## src/rtl/btn_pulse.sv

```systemverilog
// Push-button debouncer producing clean one-cycle press, release and
// long-press strobes plus a debounced pressed level.
module btn_pulse #(
    parameter int unsigned DEBOUNCE_TIME  = 250000,
    parameter int unsigned LONG_TIME      = 12000000,
    parameter bit          BTN_ACTIVE_LOW = 1'b1
) (
    input  logic clk,
    input  logic rst_n,
    input  logic btn,
    output logic trig,
    output logic rel,
    output logic long_press,
    output logic held
);

    localparam logic        INACTIVE  = BTN_ACTIVE_LOW;
    localparam logic [23:0] DB_LAST   = 24'(DEBOUNCE_TIME - 1);
    localparam logic [23:0] LONG_LAST = 24'(LONG_TIME - 1);

    typedef enum logic [1:0] {
        IDLE      = 2'd0,
        PRESS_CHK = 2'd1,
        HELD      = 2'd2,
        REL_CHK   = 2'd3
    } state_t;

    logic        s1, s2;
    logic        act;

    state_t      state_q, state_d;
    logic [23:0] cnt_q, cnt_d;
    logic [23:0] lcnt_q, lcnt_d;
    logic        long_done_q, long_done_d;
    logic        trig_d, rel_d, long_d, held_d;

    always_ff @(posedge clk or negedge rst_n) begin
        if (!rst_n) begin
            s1 <= INACTIVE;
            s2 <= INACTIVE;
        end else begin
            s1 <= btn;
            s2 <= s1;
        end
    end

    assign act = s2 ^ INACTIVE;

    always_ff @(posedge clk or negedge rst_n) begin
        if (!rst_n) begin
            state_q     <= IDLE;
            cnt_q       <= '0;
            lcnt_q      <= '0;
            long_done_q <= 1'b0;
            trig        <= 1'b0;
            rel         <= 1'b0;
            long_press  <= 1'b0;
            held        <= 1'b0;
        end else begin
            state_q     <= state_d;
            cnt_q       <= cnt_d;
            lcnt_q      <= lcnt_d;
            long_done_q <= long_done_d;
            trig        <= trig_d;
            rel         <= rel_d;
            long_press  <= long_d;
            held        <= held_d;
        end
    end

    always_comb begin
        state_d     = state_q;
        cnt_d       = cnt_q;
        lcnt_d      = lcnt_q;
        long_done_d = long_done_q;
        trig_d      = 1'b0;
        rel_d       = 1'b0;
        long_d      = 1'b0;
        held_d      = held;

        unique case (state_q)
            IDLE: begin
                if (act) begin
                    state_d = PRESS_CHK;
                    cnt_d   = '0;
                end
            end
            PRESS_CHK: begin
                if (!act) begin
                    state_d = IDLE;
                end else if (cnt_q == DB_LAST) begin
                    state_d     = HELD;
                    trig_d      = 1'b1;
                    held_d      = 1'b1;
                    lcnt_d      = '0;
                    long_done_d = 1'b0;
                end else begin
                    cnt_d = cnt_q + 24'd1;
                end
            end
            HELD: begin
                if (!act) begin
                    state_d = REL_CHK;
                    cnt_d   = '0;
                end
            end
            REL_CHK: begin
                if (act) begin
                    state_d = HELD;
                end else if (cnt_q == DB_LAST) begin
                    state_d = IDLE;
                    rel_d   = 1'b1;
                    held_d  = 1'b0;
                end else begin
                    cnt_d = cnt_q + 24'd1;
                end
            end
            default: state_d = IDLE;
        endcase

        // A confirmed release in the same cycle as the long-press match wins.
        if ((state_q == HELD || state_q == REL_CHK) && !long_done_q && !rel_d) begin
            if (lcnt_q == LONG_LAST) begin
                long_d      = 1'b1;
                long_done_d = 1'b1;
            end else begin
                lcnt_d = lcnt_q + 24'd1;
            end
        end
    end

endmodule
```

## config.mk

```make
export PLATFORM = sky130hd
export DESIGN_NAME = btn_pulse
export DESIGN_NICKNAME = d
export VERILOG_FILES = /design/src/rtl/btn_pulse.sv
export SDC_FILE = /design/constraint.sdc
export NUM_CORES = 1
export LEC_CHECK = 0
export ABC_AREA = 1
export ABC_CLOCK_PERIOD_IN_PS = 2100
export CAP_MARGIN = 0
export CORE_MARGIN = 4
export CORE_UTILIZATION = 45
export DETAILED_ROUTE_END_ITERATION = 8
export MAX_ROUTING_LAYER = met4
export SLEW_MARGIN = 20
export SYNTH_ARGS = -nofsm -noshare
export SYNTH_HDL_FRONTEND = slang
export SYNTH_SLANG_ARGS = --single-unit
```

## constraint.sdc

```tcl
create_clock -name clk -period 2.1 [get_ports clk]
set_clock_uncertainty 0.1 [all_clocks]
set_input_delay 0.21 -clock clk [delete_from_list [all_inputs] [get_ports clk]]
set_output_delay 0.21 -clock clk [all_outputs]
set_load 0.1 [all_outputs]
```

Word level (Yosys, flattened, before mapping)
Index checks and enable logic that the tools add are counted.
Storage, ports and cells
  register bits after elaboration: 57
  output and inout bits: 4
  input port bits: 3
Cells by class
  $add $sub $neg: 2
  eq/ne operators: 13
  mux-type cells: 35
  reduce and logical (&&, ||, !) cells: 10
Operators by type and width (count)
  24-bit 2-to-1 mux: 10
  24-bit case mux with 4 select lines: 1
  24-bit by 1-bit adder with 24-bit output, second input constant: 2
  24-bit by 18-bit == test with 1-bit output, second input constant: 1
  24-bit == test, second input constant: 1
  1-bit 2-to-1 mux: 16
  2-bit 2-to-1 mux: 6
  2-bit != test, second input constant: 6
  2-bit case mux with 4 select lines: 1
  4-bit AND reduction: 2
  3-bit != test, second input constant: 2
  5-bit AND reduction: 1
  2-bit == test, second input constant: 2
  2-bit by 1-bit == test with 1-bit output, second input constant: 1
  1-bit logical AND: 2
  1-bit zero test: 2
  2-bit zero test: 1
  1-bit case mux with 2 select lines: 1
  2-bit nonzero test: 1
  1-bit logical OR: 1

Depth between registers and ports, before layout
  word-level depth: 7
  gate-level depth with buffers: 12
  depth with buffers taken out: 12

Least setup slack after synthesis
Ideal clock, no wire load.
  kind: register -> register
  start: register cnt_q[0]
  end: register lcnt_q[19]
  path buffers: 1
  data arrival time: 1512 ps
  library setup time: 117 ps
  period minus slack after synthesis: 1729 ps
  setup slack: 371 ps
  cell stages (with the launch flop): 10
  cell sequence: dfrtp_1 > ha_1 > nand2_2 > inv_1 > nand2_2 > nor2_4 > nand4_2 > buf_2 > nand3_1 > nand2_1
Between the ends
  cells in the longest elaborated chain, start to end: 7
  elaborated cells on any way between the ends: 11
RTL lines
  start, declared: RTL line 32  | logic [23:0] cnt_q, cnt_d;
  start signal, assigned: RTL line 61  | cnt_q <= cnt_d;
  24-bit by 18-bit == test with 1-bit output *: RTL line 91, 110
  1-bit 2-to-1 mux: RTL line 110  | end else if (cnt_q == DB_LAST) begin
  1-bit 2-to-1 mux: RTL line 108  | if (act) begin
  1-bit 2-to-1 mux: RTL line 81  | unique case (state_q)
  1-bit zero test: RTL line 122  | if ((state_q == HELD || state_q == REL_CHK) && !long_done_q && !rel_d) begin
  1-bit logical AND: RTL line 122
  24-bit 2-to-1 mux *: RTL line 122
  named net lcnt_d[19]: RTL line 33  | logic [23:0] lcnt_q, lcnt_d;
  end signal, assigned: RTL line 62  | lcnt_q <= lcnt_d;
  end, declared: RTL line 33
Mark *: on every way through the listed nets, which the timed path passes. The rest lies on a longest branch.
A chain may end at the register's enable or synchronous reset.

Worst setup path after layout
  start: register cnt_q[1]
  end: register cnt_q[10]
Between the ends
  cells in the longest elaborated chain, start to end: 4
  elaborated cells on any way between the ends: 6
RTL lines (RTL line)
  24-bit by 1-bit adder with 24-bit output / 24-bit by 18-bit == test with 1-bit output (equally long branches)
  24-bit 2-to-1 mux *: 91, 110
  24-bit 2-to-1 mux, on equally long branches: 108, 89
  24-bit case mux with 4 select lines *: 81
Every way passes the cells marked *; elsewhere a longest branch is shown, timed or not. The select of a mux whose other input is x is not followed.

==> flow_summary.ini <==
[status]
status = completed

[yosys]
syn_avg_cell_area_um2 = 6.81
synth_edf_count = 0
async_flop_share_pct = 100
synthFlopType = dfrtp_1
syn_inst = 564
syn-num-nets = 569
ys_seq_area_share_pct = 37.2
synth_cell_types = 34
synth-seq-cells = 57
yosysWarnings = 0
syn-cell-area_um2 = 3840

[sta]
rsz0062_at_grt = true
period_minus_slack_ns = 2.02
relSlewSlack_pct = 64.1
clock.fmax_ghz = 0.494
setup-violations-final = 0
hold_viol_final = 0
drv_slew = 0
finalCritPeriodShare_pct = 96.3
finalSetupTns_ns = 0
worst_pin_slew_ns = 0.539

[worst_setup_path]
cp-end-kind = flop
cp_max_fo = 17
crit_arrival_ns = 2.16
critPathLaunchType = flop
required_ns = 2.23
crit_type = reg -> reg

[clocking]
clock-root-buffer = clkbuf_8
clkTransAtPathRegs_ns = 0.07
cts_max_level = 3
clock_sinks = 57
cts_tree = built
max-clock-path-buffers = 2
clk_latency_ns = 0.34
cts_inserted_buffers = 9

[cells_and_area]
n_antenna_cell = 0
fill_cells = 848
area_growth_pct = 11.1
multiInputGateArea_um2 = 2140
mostFrequentLayoutCells = nand2_1 (184), nor2_1 (87), nand3_1 (72)
nets = 587
seq_area_um2 = 1430
fin_cells = 692
final_cell_area_um2 = 4270
layout-drive-gt1-share_pct = 11.4
layout_commonest_cell = nand2_1

[floorplan]
num_rows = 33
die_width_um = 100
io_pins = 7
core_um2 = 8260
start_util_pct = 46.5
chipHeight_um = 100
dieArea_um2 = 10100

[place]
placed_cells = 675
dpl.hpwl_mm = 7.59
io_buffers = 6
dpl_cell_area_um2 = 4030
finalWeightedCongestion = 1.00

[routing]
ant_nets = 0
routed.top_layer = met4
dr.first_iter.drc_count = 304
drc = 0
via_per_inst = 5.39
routed-wl-met3_um = 604
wl_met2_mm = 4.13
routed_wirelength_mm = 10.2
met1_length_mm = 5.29
vias = 3728
drt_pass1_iterations = 5
wl_per_cell_um = 14.7

[global_routing]
grt_pass1_wl_mm = 17.2
grt_pass1_vias = 3412
grt_max_degree = 37
grt_util_all_layers_pct = 22.3
antenna_found_initial = 0
overflow = 0

[power_and_ir_drop]
vdd_drop_max_mv = 0.388
p_leak_uw = 0.00194
power_density_nw_per_um2 = 545

[flow_run]
maxCapViolCount = 0

[hold_path]
hp-class = in -> reg
[cell usage after synthesis, types with 2 or more instances]
cell type  count  area share, %
nor2_1        87            8.5
ha_1           2           0.65
o31ai_1        2           0.39
o21ai_0       12            1.6
nor2_4         3           0.88
o21ai_2        5            1.1
nor2_2         3           0.49
nand2_2        4           0.65
clkbuf_1       2           0.20
xnor2_1        4           0.91
nor3_1        11            1.4
o21ai_1        8            1.0
nand3_1       72            9.4
buf_6          6            1.8
a21o_1         2           0.39
nand3_2        3           0.78
dfrtp_1       55             36
xor2_1        16            3.6
nand4_2        2           0.65
dfstp_2        2            1.4
o21bai_1       3           0.59
inv_1         41            4.0
buf_2          4           0.52
nand2_1      184             18
buf_4          2           0.39
nand4_1       16            2.6
inv_2          6           0.59
[registers in the layout, summed over array words and instances, names as in the netlist, named ones only]
register	flops
cnt_q	24
held	1
lcnt_q	24
long_done_q	1
long_press	1
rel	1
s1	1
s2	1
state_q	1
trig	1
[area by class of cell]
cell class,count,share of cell area [%]
Clock inverter,6,1.93
Sequential cell,57,33.5
Tap cell,105,3.08
Inverter,47,4.13
Timing Repair Buffer,22,4.31
Multi-Input combinational cell,445,50.1
Clock buffer,10,2.99
[metal layers]
layer / track usage (%) / up-vias
met5: - / -
met3: 3.41 / 13
met1: 34.7 / 1726
met4: 7.56 / 0
met2: 29.0 / 131
li1: - / 1858
[path summary, 6_finish.rpt]
path / start / endpoint / slack [ns] / depth (start not counted)
worst max-delay path: cnt_q[1] / cnt_q[10] / 0.08 / 11
worst min-delay path: btn / s1 / 0.17 / 1
worst max register to register: cnt_q[1] / cnt_q[10] / 0.08 / 11
worst min register to register: s1 / s2 / 0.26 / 0
max in group asynchronous: rst_n / lcnt_q[11] / 1.03 / 3
min in group asynchronous: rst_n / cnt_q[2] / 0.29 / 2
[stage by stage]
step	total power [uW]	util [%]	setup WS (ns)	hold WS, ns
floorplan	1180	-	0.371	-0.186
global placement	1220	48.8	0.109	0.117
detailed placement	1230	48.8	0.0765	0.127
CTS	2360	51.4	0.0750	0.158
global route	2430	51.7	-0.0385	0.177
finish	2320	51.7	0.0776	0.172
[cells by family (layout without fill, tap and decap cells)]
family,Yosys count,count (layout),share of synthesized area [%]
AO/OA/AOI/OAI,32,32,5.12
XOR/XNOR,20,20,4.56
adder cells (fa/ha/maj),2,2,0.652
buffers and inverters,62,85,7.56
flip-flops,57,57,37.2
AND/OR/NAND/NOR,391,391,44.9
[report_power, final]
group	leakage (uW)	internal (uW)	switching, uW
registers	0.000785	1110	9.80
logic	0.00105	24.6	61.5
clock network	0.000106	662	458
total	0.00194	1800	529
[worst max-delay path: stages (launching register included)]
cell	delay, ns
dfrtp_1	0.42
ha_1	0.22
nand2_2	0.09
inv_1	0.11
nand2_2	0.11
nor2_4	0.06
nand3_4	0.13
nand2_8	0.11
inv_2	0.25
nand3_1	0.14
nor2_1	0.14
nor2_1	0.05
[timing repair]
action,CTS,global route
setup buffers,0,0
endpoints found under the setup margin,0,23
hold endpoints to repair,19,0
resized for setup,0,3
hold buffers,1,0
Note: power is estimated with default switching activity, not from simulation.
